### config.mk
export PLATFORM = sky130hd
export DESIGN_NAME = cfo_packet_arbiter
export DESIGN_NICKNAME = d
export VERILOG_FILES = /design/src/rtl/cfo_packet_arbiter_pkg.sv /design/src/rtl/cfo_packet_arbiter_req_latch.sv /design/src/rtl/cfo_packet_arbiter.sv
export SDC_FILE = /design/constraint.sdc
export NUM_CORES = 1
export LEC_CHECK = 0
export BUFFER_PORTS_ARGS = -buffer_cell sky130_fd_sc_hd__buf_2
export CAP_MARGIN = 15
export CORE_ASPECT_RATIO = 0.8
export CORE_MARGIN = 3
export CORE_UTILIZATION = 32
export CTS_CLUSTER_DIAMETER = 60
export DETAILED_ROUTE_END_ITERATION = 12
export PLACE_DENSITY_LB_ADDON = 0.08
export SLEW_MARGIN = 20
export SYNTH_ARGS = -nofsm -noshare
export SYNTH_HDL_FRONTEND = slang
export SYNTH_SLANG_ARGS = --single-unit
### constraint.sdc
create_clock -name serdesclk -period 3.6 [get_ports serdesclk]
set_input_delay 0.54 -clock serdesclk [delete_from_list [all_inputs] [get_ports serdesclk]]
set_output_delay 0.54 -clock serdesclk [all_outputs]
set_load 0.05 [all_outputs]
### src/rtl/cfo_packet_arbiter_pkg.sv
// Shared constants for the CFO packet arbiter: packet type codes, source indices,
// FSM state encoding.
package cfo_packet_arbiter_pkg;

  localparam int EVENT_TAG_BITS = 48;
  localparam int NUM_SRC        = 3;

  // Source index doubles as arbitration priority: lower index wins.
  localparam int SRC_HB   = 0;
  localparam int SRC_DREQ = 1;
  localparam int SRC_PREF = 2;

  localparam logic [3:0] PKT_TYPE_HB   = 4'd1;
  localparam logic [3:0] PKT_TYPE_DREQ = 4'd2;
  localparam logic [3:0] PKT_TYPE_PREF = 4'd3;

  typedef enum logic [2:0] {
    ST_IDLE     = 3'd0,
    ST_ISSUE    = 3'd1,
    ST_WAIT_ACK = 3'd2,
    ST_BUSY     = 3'd3,
    ST_GAP      = 3'd4
  } arb_state_e;

  function automatic logic [3:0] src_to_type(input logic [1:0] src);
    case (src)
      2'd0:    return PKT_TYPE_HB;
      2'd1:    return PKT_TYPE_DREQ;
      default: return PKT_TYPE_PREF;
    endcase
  endfunction

endpackage

### src/rtl/cfo_packet_arbiter_req_latch.sv
// One pending-request slot: pending bit, captured tag, and a drop pulse when a
// request hits an already-occupied slot.
module cfo_req_latch #(
  parameter int TAG_W = 48
) (
  input  logic             serdesclk,
  input  logic             serdesclk_resetn,
  input  logic             clear,
  input  logic             req,
  input  logic [TAG_W-1:0] tag_in,
  input  logic             grant,
  output logic             pend,
  output logic [TAG_W-1:0] tag,
  output logic             drop
);

  logic             pend_q, pend_d;
  logic [TAG_W-1:0] tag_q, tag_d;

  // A request landing on the grant cycle refills the slot instead of dropping.
  always_comb begin
    pend_d = pend_q;
    tag_d  = tag_q;
    drop   = 1'b0;
    if (clear) begin
      pend_d = 1'b0;
    end else if (req && (!pend_q || grant)) begin
      pend_d = 1'b1;
      tag_d  = tag_in;
    end else if (req) begin
      drop = 1'b1;
    end else if (grant) begin
      pend_d = 1'b0;
    end
  end

  always_ff @(posedge serdesclk or negedge serdesclk_resetn) begin
    if (!serdesclk_resetn) begin
      pend_q <= 1'b0;
      tag_q  <= '0;
    end else begin
      pend_q <= pend_d;
      tag_q  <= tag_d;
    end
  end

  assign pend = pend_q;
  assign tag  = tag_q;

endmodule

### src/rtl/cfo_packet_arbiter.sv
// Fixed-priority HB > DREQ > PREF arbiter feeding the SERDES packet generator,
// with busy handshake, ack timeout, inter-packet gap and HB guard window.
module cfo_packet_arbiter
  import cfo_packet_arbiter_pkg::*;
#(
  parameter int TAG_W       = EVENT_TAG_BITS,
  parameter int MIN_GAP     = 8,
  parameter int ACK_TIMEOUT = 64,
  parameter int CNT_W       = 32
) (
  input  logic             serdesclk,
  input  logic             serdesclk_resetn,
  input  logic             clear,
  input  logic             hb_req,
  input  logic [TAG_W-1:0] hb_tag,
  input  logic             dreq_req,
  input  logic [TAG_W-1:0] dreq_tag,
  input  logic             pref_req,
  input  logic [TAG_W-1:0] pref_tag,
  input  logic             hb_guard,
  input  logic             gen_busy,
  output logic             pkt_start,
  output logic [3:0]       pkt_type,
  output logic [TAG_W-1:0] pkt_tag,
  output logic             arb_idle,
  output logic [CNT_W-1:0] cnt_hb,
  output logic [CNT_W-1:0] cnt_dreq,
  output logic [CNT_W-1:0] cnt_pref,
  output logic             drop_flag,
  output logic             timeout_flag
);

  logic [NUM_SRC-1:0]            req_vec, grant_vec, pend_vec, drop_vec, elig;
  logic [NUM_SRC-1:0][TAG_W-1:0] tag_in_vec, tag_vec;

  assign req_vec    = {pref_req, dreq_req, hb_req};
  assign tag_in_vec = {pref_tag, dreq_tag, hb_tag};

  for (genvar g = 0; g < NUM_SRC; g++) begin : g_lat
    cfo_req_latch #(.TAG_W(TAG_W)) u_lat (
      .serdesclk        (serdesclk),
      .serdesclk_resetn (serdesclk_resetn),
      .clear            (clear),
      .req              (req_vec[g]),
      .tag_in           (tag_in_vec[g]),
      .grant            (grant_vec[g]),
      .pend             (pend_vec[g]),
      .tag              (tag_vec[g]),
      .drop             (drop_vec[g])
    );
  end

  arb_state_e                    state_q, state_d;
  logic [7:0]                    timer_q, timer_d;
  logic                          pkt_start_q, pkt_start_d;
  logic [3:0]                    pkt_type_q, pkt_type_d;
  logic [TAG_W-1:0]              pkt_tag_q, pkt_tag_d;
  logic                          arb_idle_q, arb_idle_d;
  logic [NUM_SRC-1:0][CNT_W-1:0] cnt_q, cnt_d;
  logic                          drop_q, drop_d;
  logic                          timeout_q, timeout_d;
  logic                          sel_vld;
  logic [1:0]                    sel;

  // HB may always go; the guard only holds back DREQ/PREF.
  always_comb begin
    elig = pend_vec;
    if (hb_guard) elig[NUM_SRC-1:1] = '0;
    sel_vld = 1'b0;
    sel     = 2'd0;
    for (int i = NUM_SRC - 1; i >= 0; i--) begin
      if (elig[i]) begin
        sel_vld = 1'b1;
        sel     = 2'(i);
      end
    end
  end

  always_comb begin
    state_d     = state_q;
    timer_d     = timer_q;
    pkt_start_d = 1'b0;
    pkt_type_d  = pkt_type_q;
    pkt_tag_d   = pkt_tag_q;
    cnt_d       = cnt_q;
    timeout_d   = timeout_q;
    drop_d      = drop_q | (|drop_vec);
    grant_vec   = '0;
    case (state_q)
      ST_IDLE: begin
        if (sel_vld && !gen_busy && !clear) begin
          grant_vec[sel] = 1'b1;
          pkt_start_d    = 1'b1;
          pkt_type_d     = src_to_type(sel);
          pkt_tag_d      = tag_vec[sel];
          cnt_d[sel]     = cnt_q[sel] + CNT_W'(1);
          state_d        = ST_ISSUE;
        end
      end
      ST_ISSUE: begin
        timer_d = '0;
        state_d = ST_WAIT_ACK;
      end
      ST_WAIT_ACK: begin
        if (gen_busy) begin
          state_d = ST_BUSY;
        end else if (timer_q == 8'(ACK_TIMEOUT - 1)) begin
          timeout_d = 1'b1;
          timer_d   = '0;
          state_d   = ST_GAP;
        end else begin
          timer_d = timer_q + 8'd1;
        end
      end
      ST_BUSY: begin
        if (!gen_busy) begin
          timer_d = '0;
          state_d = ST_GAP;
        end
      end
      ST_GAP: begin
        if (timer_q == 8'(MIN_GAP - 1)) state_d = ST_IDLE;
        else                            timer_d = timer_q + 8'd1;
      end
      default: state_d = ST_IDLE;
    endcase
    if (clear) begin
      cnt_d     = '0;
      drop_d    = 1'b0;
      timeout_d = 1'b0;
    end
    arb_idle_d = (state_q == ST_IDLE) && !(|pend_vec);
  end

  always_ff @(posedge serdesclk or negedge serdesclk_resetn) begin
    if (!serdesclk_resetn) begin
      state_q     <= ST_IDLE;
      timer_q     <= '0;
      pkt_start_q <= 1'b0;
      pkt_type_q  <= '0;
      pkt_tag_q   <= '0;
      arb_idle_q  <= 1'b0;
      cnt_q       <= '0;
      drop_q      <= 1'b0;
      timeout_q   <= 1'b0;
    end else begin
      state_q     <= state_d;
      timer_q     <= timer_d;
      pkt_start_q <= pkt_start_d;
      pkt_type_q  <= pkt_type_d;
      pkt_tag_q   <= pkt_tag_d;
      arb_idle_q  <= arb_idle_d;
      cnt_q       <= cnt_d;
      drop_q      <= drop_d;
      timeout_q   <= timeout_d;
    end
  end

  assign pkt_start    = pkt_start_q;
  assign pkt_type     = pkt_type_q;
  assign pkt_tag      = pkt_tag_q;
  assign arb_idle     = arb_idle_q;
  assign cnt_hb       = cnt_q[SRC_HB];
  assign cnt_dreq     = cnt_q[SRC_DREQ];
  assign cnt_pref     = cnt_q[SRC_PREF];
  assign drop_flag    = drop_q;
  assign timeout_flag = timeout_q;

endmodule

==> flow_summary.json <==
{
  "initial_core_util": 0.329,
  "drive_gt1_frac": 0.387,
  "cp-start-kind": "register",
  "synthDistinctLibCells": 74,
  "max_freq_mhz": 309,
  "cts_num_sinks": 308,
  "synthFlopType": "dfrtp_1",
  "p_switching_mw": 4.10,
  "ys_seq_area_frac": 0.536,
  "vias": 11500,
  "ys_ff_latch": 308,
  "cts_buffer_depth": 3,
  "r2r_setup_slack_ps": 360,
  "end_kind": "register",
  "power_leakage_nw": 8.05,
  "cp.arrival_ps": 3610,
  "critPathKind": "reg -> reg",
  "clk_pin_slew_ps": 60,
  "p_clk_frac": 0.328,
  "die_area_um2": 47500,
  "final_core_util": 0.410,
  "hold_ws_ps": 46.3,
  "core.rowCount": 68,
  "nets": 1760,
  "routed_wl_mm": 48.1,
  "clk_latency_ps": 530,
  "status": "completed",
  "viasPerCell": 5.14,
  "period_needed_ps": 3240,
  "routedWlPerCell_um": 21.5,
  "cts_buffers": 39,
  "die_y_um": 196,
  "cts_resized": 0,
  "final-hold-violation-count": 0,
  "io_pins": 304,
  "portBuffers": 301,
  "timing.rr.start": "g_lat[0].u_lat.pend",
  "synth_edf_count": 0,
  "fp.dieW_um": 243,
  "worst_pin_slew_ps": 904,
  "fin_worst_skew_ps": 13.2,
  "grt_pass1_wl_mm": 75.5,
  "relSlewSlack": 0.397,
  "root_buffer": "clkbuf_16",
  "antenna_found_initial": 15,
  "p_sw_frac": 0.350,
  "cap_violations": 0,
  "drt-initial-drc-count": 770,
  "core_area_um2": 43700,
  "yosysWarnings": 0,
  "slew_violations": 0,
  "cp_max_fo": 13,
  "startpoint": "g_lat[0].u_lat.pend",
  "grt_overflow": 0,
  "syn-mean-instance-area_um2": 10.9,
  "synthArstFlopShare": 1.00,
  "cpPeakStageDelay_ps": 570,
  "min_path_type": "in -> async",
  "syn_inst": 1320,
  "htree_levels": 2,
  "drtAntennaViolNets": 0,
  "max-vdd-ir-drop_mv": 0.417,
  "drc": 0,
  "cts_tree": "built",
  "first_pass_iters": 5,
  "cp_slowest_cell": "nor4_1",
  "grt_max_degree": 100,
  "rsz0062_at_grt": "no",
  "cp_data_required_time_ps": 3970,
  "cp_cell_sequence": "or2_1, buf_4, o211a_1, o221a_4, nand4_4, nor4_1, and4_4, xor2_1, a211oi_1",
  "setup_viol": 0,
  "power.internal_mw": 7.60,
  "seqPwrFrac": 0.394,
  "dp_hpwl_mm": 32.3,
  "hold_buffers": 0,
  "grt_usage": 0.203,
  "place.gp.congestion": 0.827,
  "synthToLayoutAreaGrowth_pct": 24.6,
  "grt_pass1_vias": 11900,
  "final.setup.tns_ps": 0,
  "powerDensity_nw_per_um2": 653,
  "pwr-share-comb": 0.278,
  "syn_area_um2": 14400,
  "finalCritPeriodShare": 0.900,
  "cts_setup_buffers": 0
}
[metrics by stage]
stage                     cell area, µm²  std cells  setup slack [ps]  power [mW]
after global routing               17900       2233               169        12.3
after detailed placement           16600       2160               296        7.96
final                              17900       2234               362        11.7
after global placement             16600       2160               358        7.92
after CTS                          17900       2227               431        11.9
after floorplan                    14400       1321               918        6.97
[cells in the mapped netlist, drive strengths merged, types with 2 or more instances]
| cell | number | area (µm²) |
|---|---|---|
| a21o | 5 | 37.5 |
| o211a | 3 | 30.0 |
| or2 | 4 | 25.0 |
| o2bb2ai | 3 | 26.3 |
| clkbuf | 67 | 251 |
| and4 | 2 | 20.0 |
| a22o | 11 | 96.3 |
| or3 | 5 | 31.3 |
| o221a | 49 | 561 |
| nor2 | 67 | 259 |
| a31oi | 9 | 71.3 |
| nand2b | 7 | 43.8 |
| a31o | 3 | 26.3 |
| o21ai | 113 | 569 |
| nand2 | 174 | 653 |
| nand3 | 68 | 350 |
| o21a | 6 | 45.0 |
| nor2b | 8 | 50.1 |
| dfrtp | 308 | 7710 |
| nor3b | 7 | 63.8 |
| o31ai | 7 | 52.6 |
| o2111ai | 2 | 35.0 |
| a21oi | 63 | 315 |
| and3 | 7 | 48.8 |
| inv | 6 | 22.5 |
| o221ai | 2 | 17.5 |
| ha | 2 | 25.0 |
| nor4 | 5 | 31.3 |
| a22oi | 14 | 129 |
| nor3 | 14 | 86.3 |
| buf | 31 | 199 |
| xor2 | 13 | 114 |
| xnor2 | 14 | 123 |
| nand3b | 17 | 128 |
| a211oi | 31 | 233 |
| and2 | 2 | 12.5 |
| nand4 | 10 | 105 |
| mux2 | 145 | 1630 |
| o22ai | 3 | 25.0 |
[per-layer routing]
metal  routed length [µm]  vias to the layer above  part of all wire  GRT usage
li1                     -                     5381                 -          -
met1                22500                     5693              0.47      0.288
met2                21200                      308              0.44      0.307
met3                 3340                       78             0.070     0.0563
met4                  877                       16             0.018     0.0491
met5                   98                        -            0.0020          0
[power groups by stage]
stage	Clock, mW	Combinational (mW)	Sequential (mW)
6_report	3.84	3.26	4.61
5_1_grt	4.10	3.51	4.71
4_1_cts	3.97	3.30	4.61
3_5_place_dp	0	3.30	4.66
3_3_place_gp	0	3.27	4.65
2_1_floorplan	0	1.31	5.67
[cell usage in the layout, fill, tap and decap left out, types with 8 or more instances in the layout]
cell type	netlist	final
clkbuf_16	0	41
buf_2	15	300
o21ai_0	103	103
o21ai_1	9	9
mux2_2	144	144
dfrtp_1	308	308
nor3_1	12	11
a22oi_1	11	11
o221a_2	48	48
nor2_1	66	64
a22o_1	11	11
buf_4	5	34
xor2_1	13	13
xnor2_1	14	14
a21oi_1	63	61
a211oi_1	31	31
nand3_1	66	66
nand2_1	174	174
nand3b_1	17	17
a31oi_1	8	8
nor2b_1	8	8
[kinds of logic after synthesis]
group,after synthesis,share of synthesized area
AOI/OAI and AO/OA,331,0.162
xor gates and xnor gates,27,0.0164
adders and majority gates,2,0.00174
buffers and inverters,104,0.0329
DFF,308,0.536
muxes,146,0.114
other,1,0.000261
and+or+nand+nor,401,0.136
[worst max-delay path: cells and delay by family (launching register included)]
kind / cells / cell delay (ps)
and+or+nand+nor: 4 / 1540
DFF: 1 / 560
AOI/OAI and AO/OA: 3 / 530
buffers and inverters: 1 / 260
xor gates and xnor gates: 1 / 190
[path summary, 6_finish.rpt]
kind                                          endpoint  cells past startpoint
worst min register to register             pkt_type[1]                      1
worst min-delay path                         cnt_hb[4]                      1
max in group asynchronous                   timer_q[3]                      2
min in group serdesclk          g_lat[1].u_lat.tag[41]                      2
worst max-delay path                        cnt_hb[31]                      9
worst max register to register              cnt_hb[31]                      9
[flip-flops by register name, indices dropped and copies added, names as in the netlist]
signal and flops:
cnt_hb 32, g_lat.u_lat.pend 3, drop_flag 1, pkt_type 2
timer_q 8, cnt_dreq 32, pkt_start 1, g_lat.u_lat.tag 144
state_q 3, timeout_flag 1, cnt_pref 32, arb_idle 1
pkt_tag 48
[area by class of cell]
cell class              instances  area [µm²]
inverters                       6        22.5
multi-input cells             909        6260
flip-flops and latches        308        7710
well taps                     595         744
repair buffers                342        1910
diodes                          7        17.5
clock buffers                  55        1150
fillers                      4297       25800
clock inverters                12         101
No activity file was read; power rests on OpenSTA's default activity.
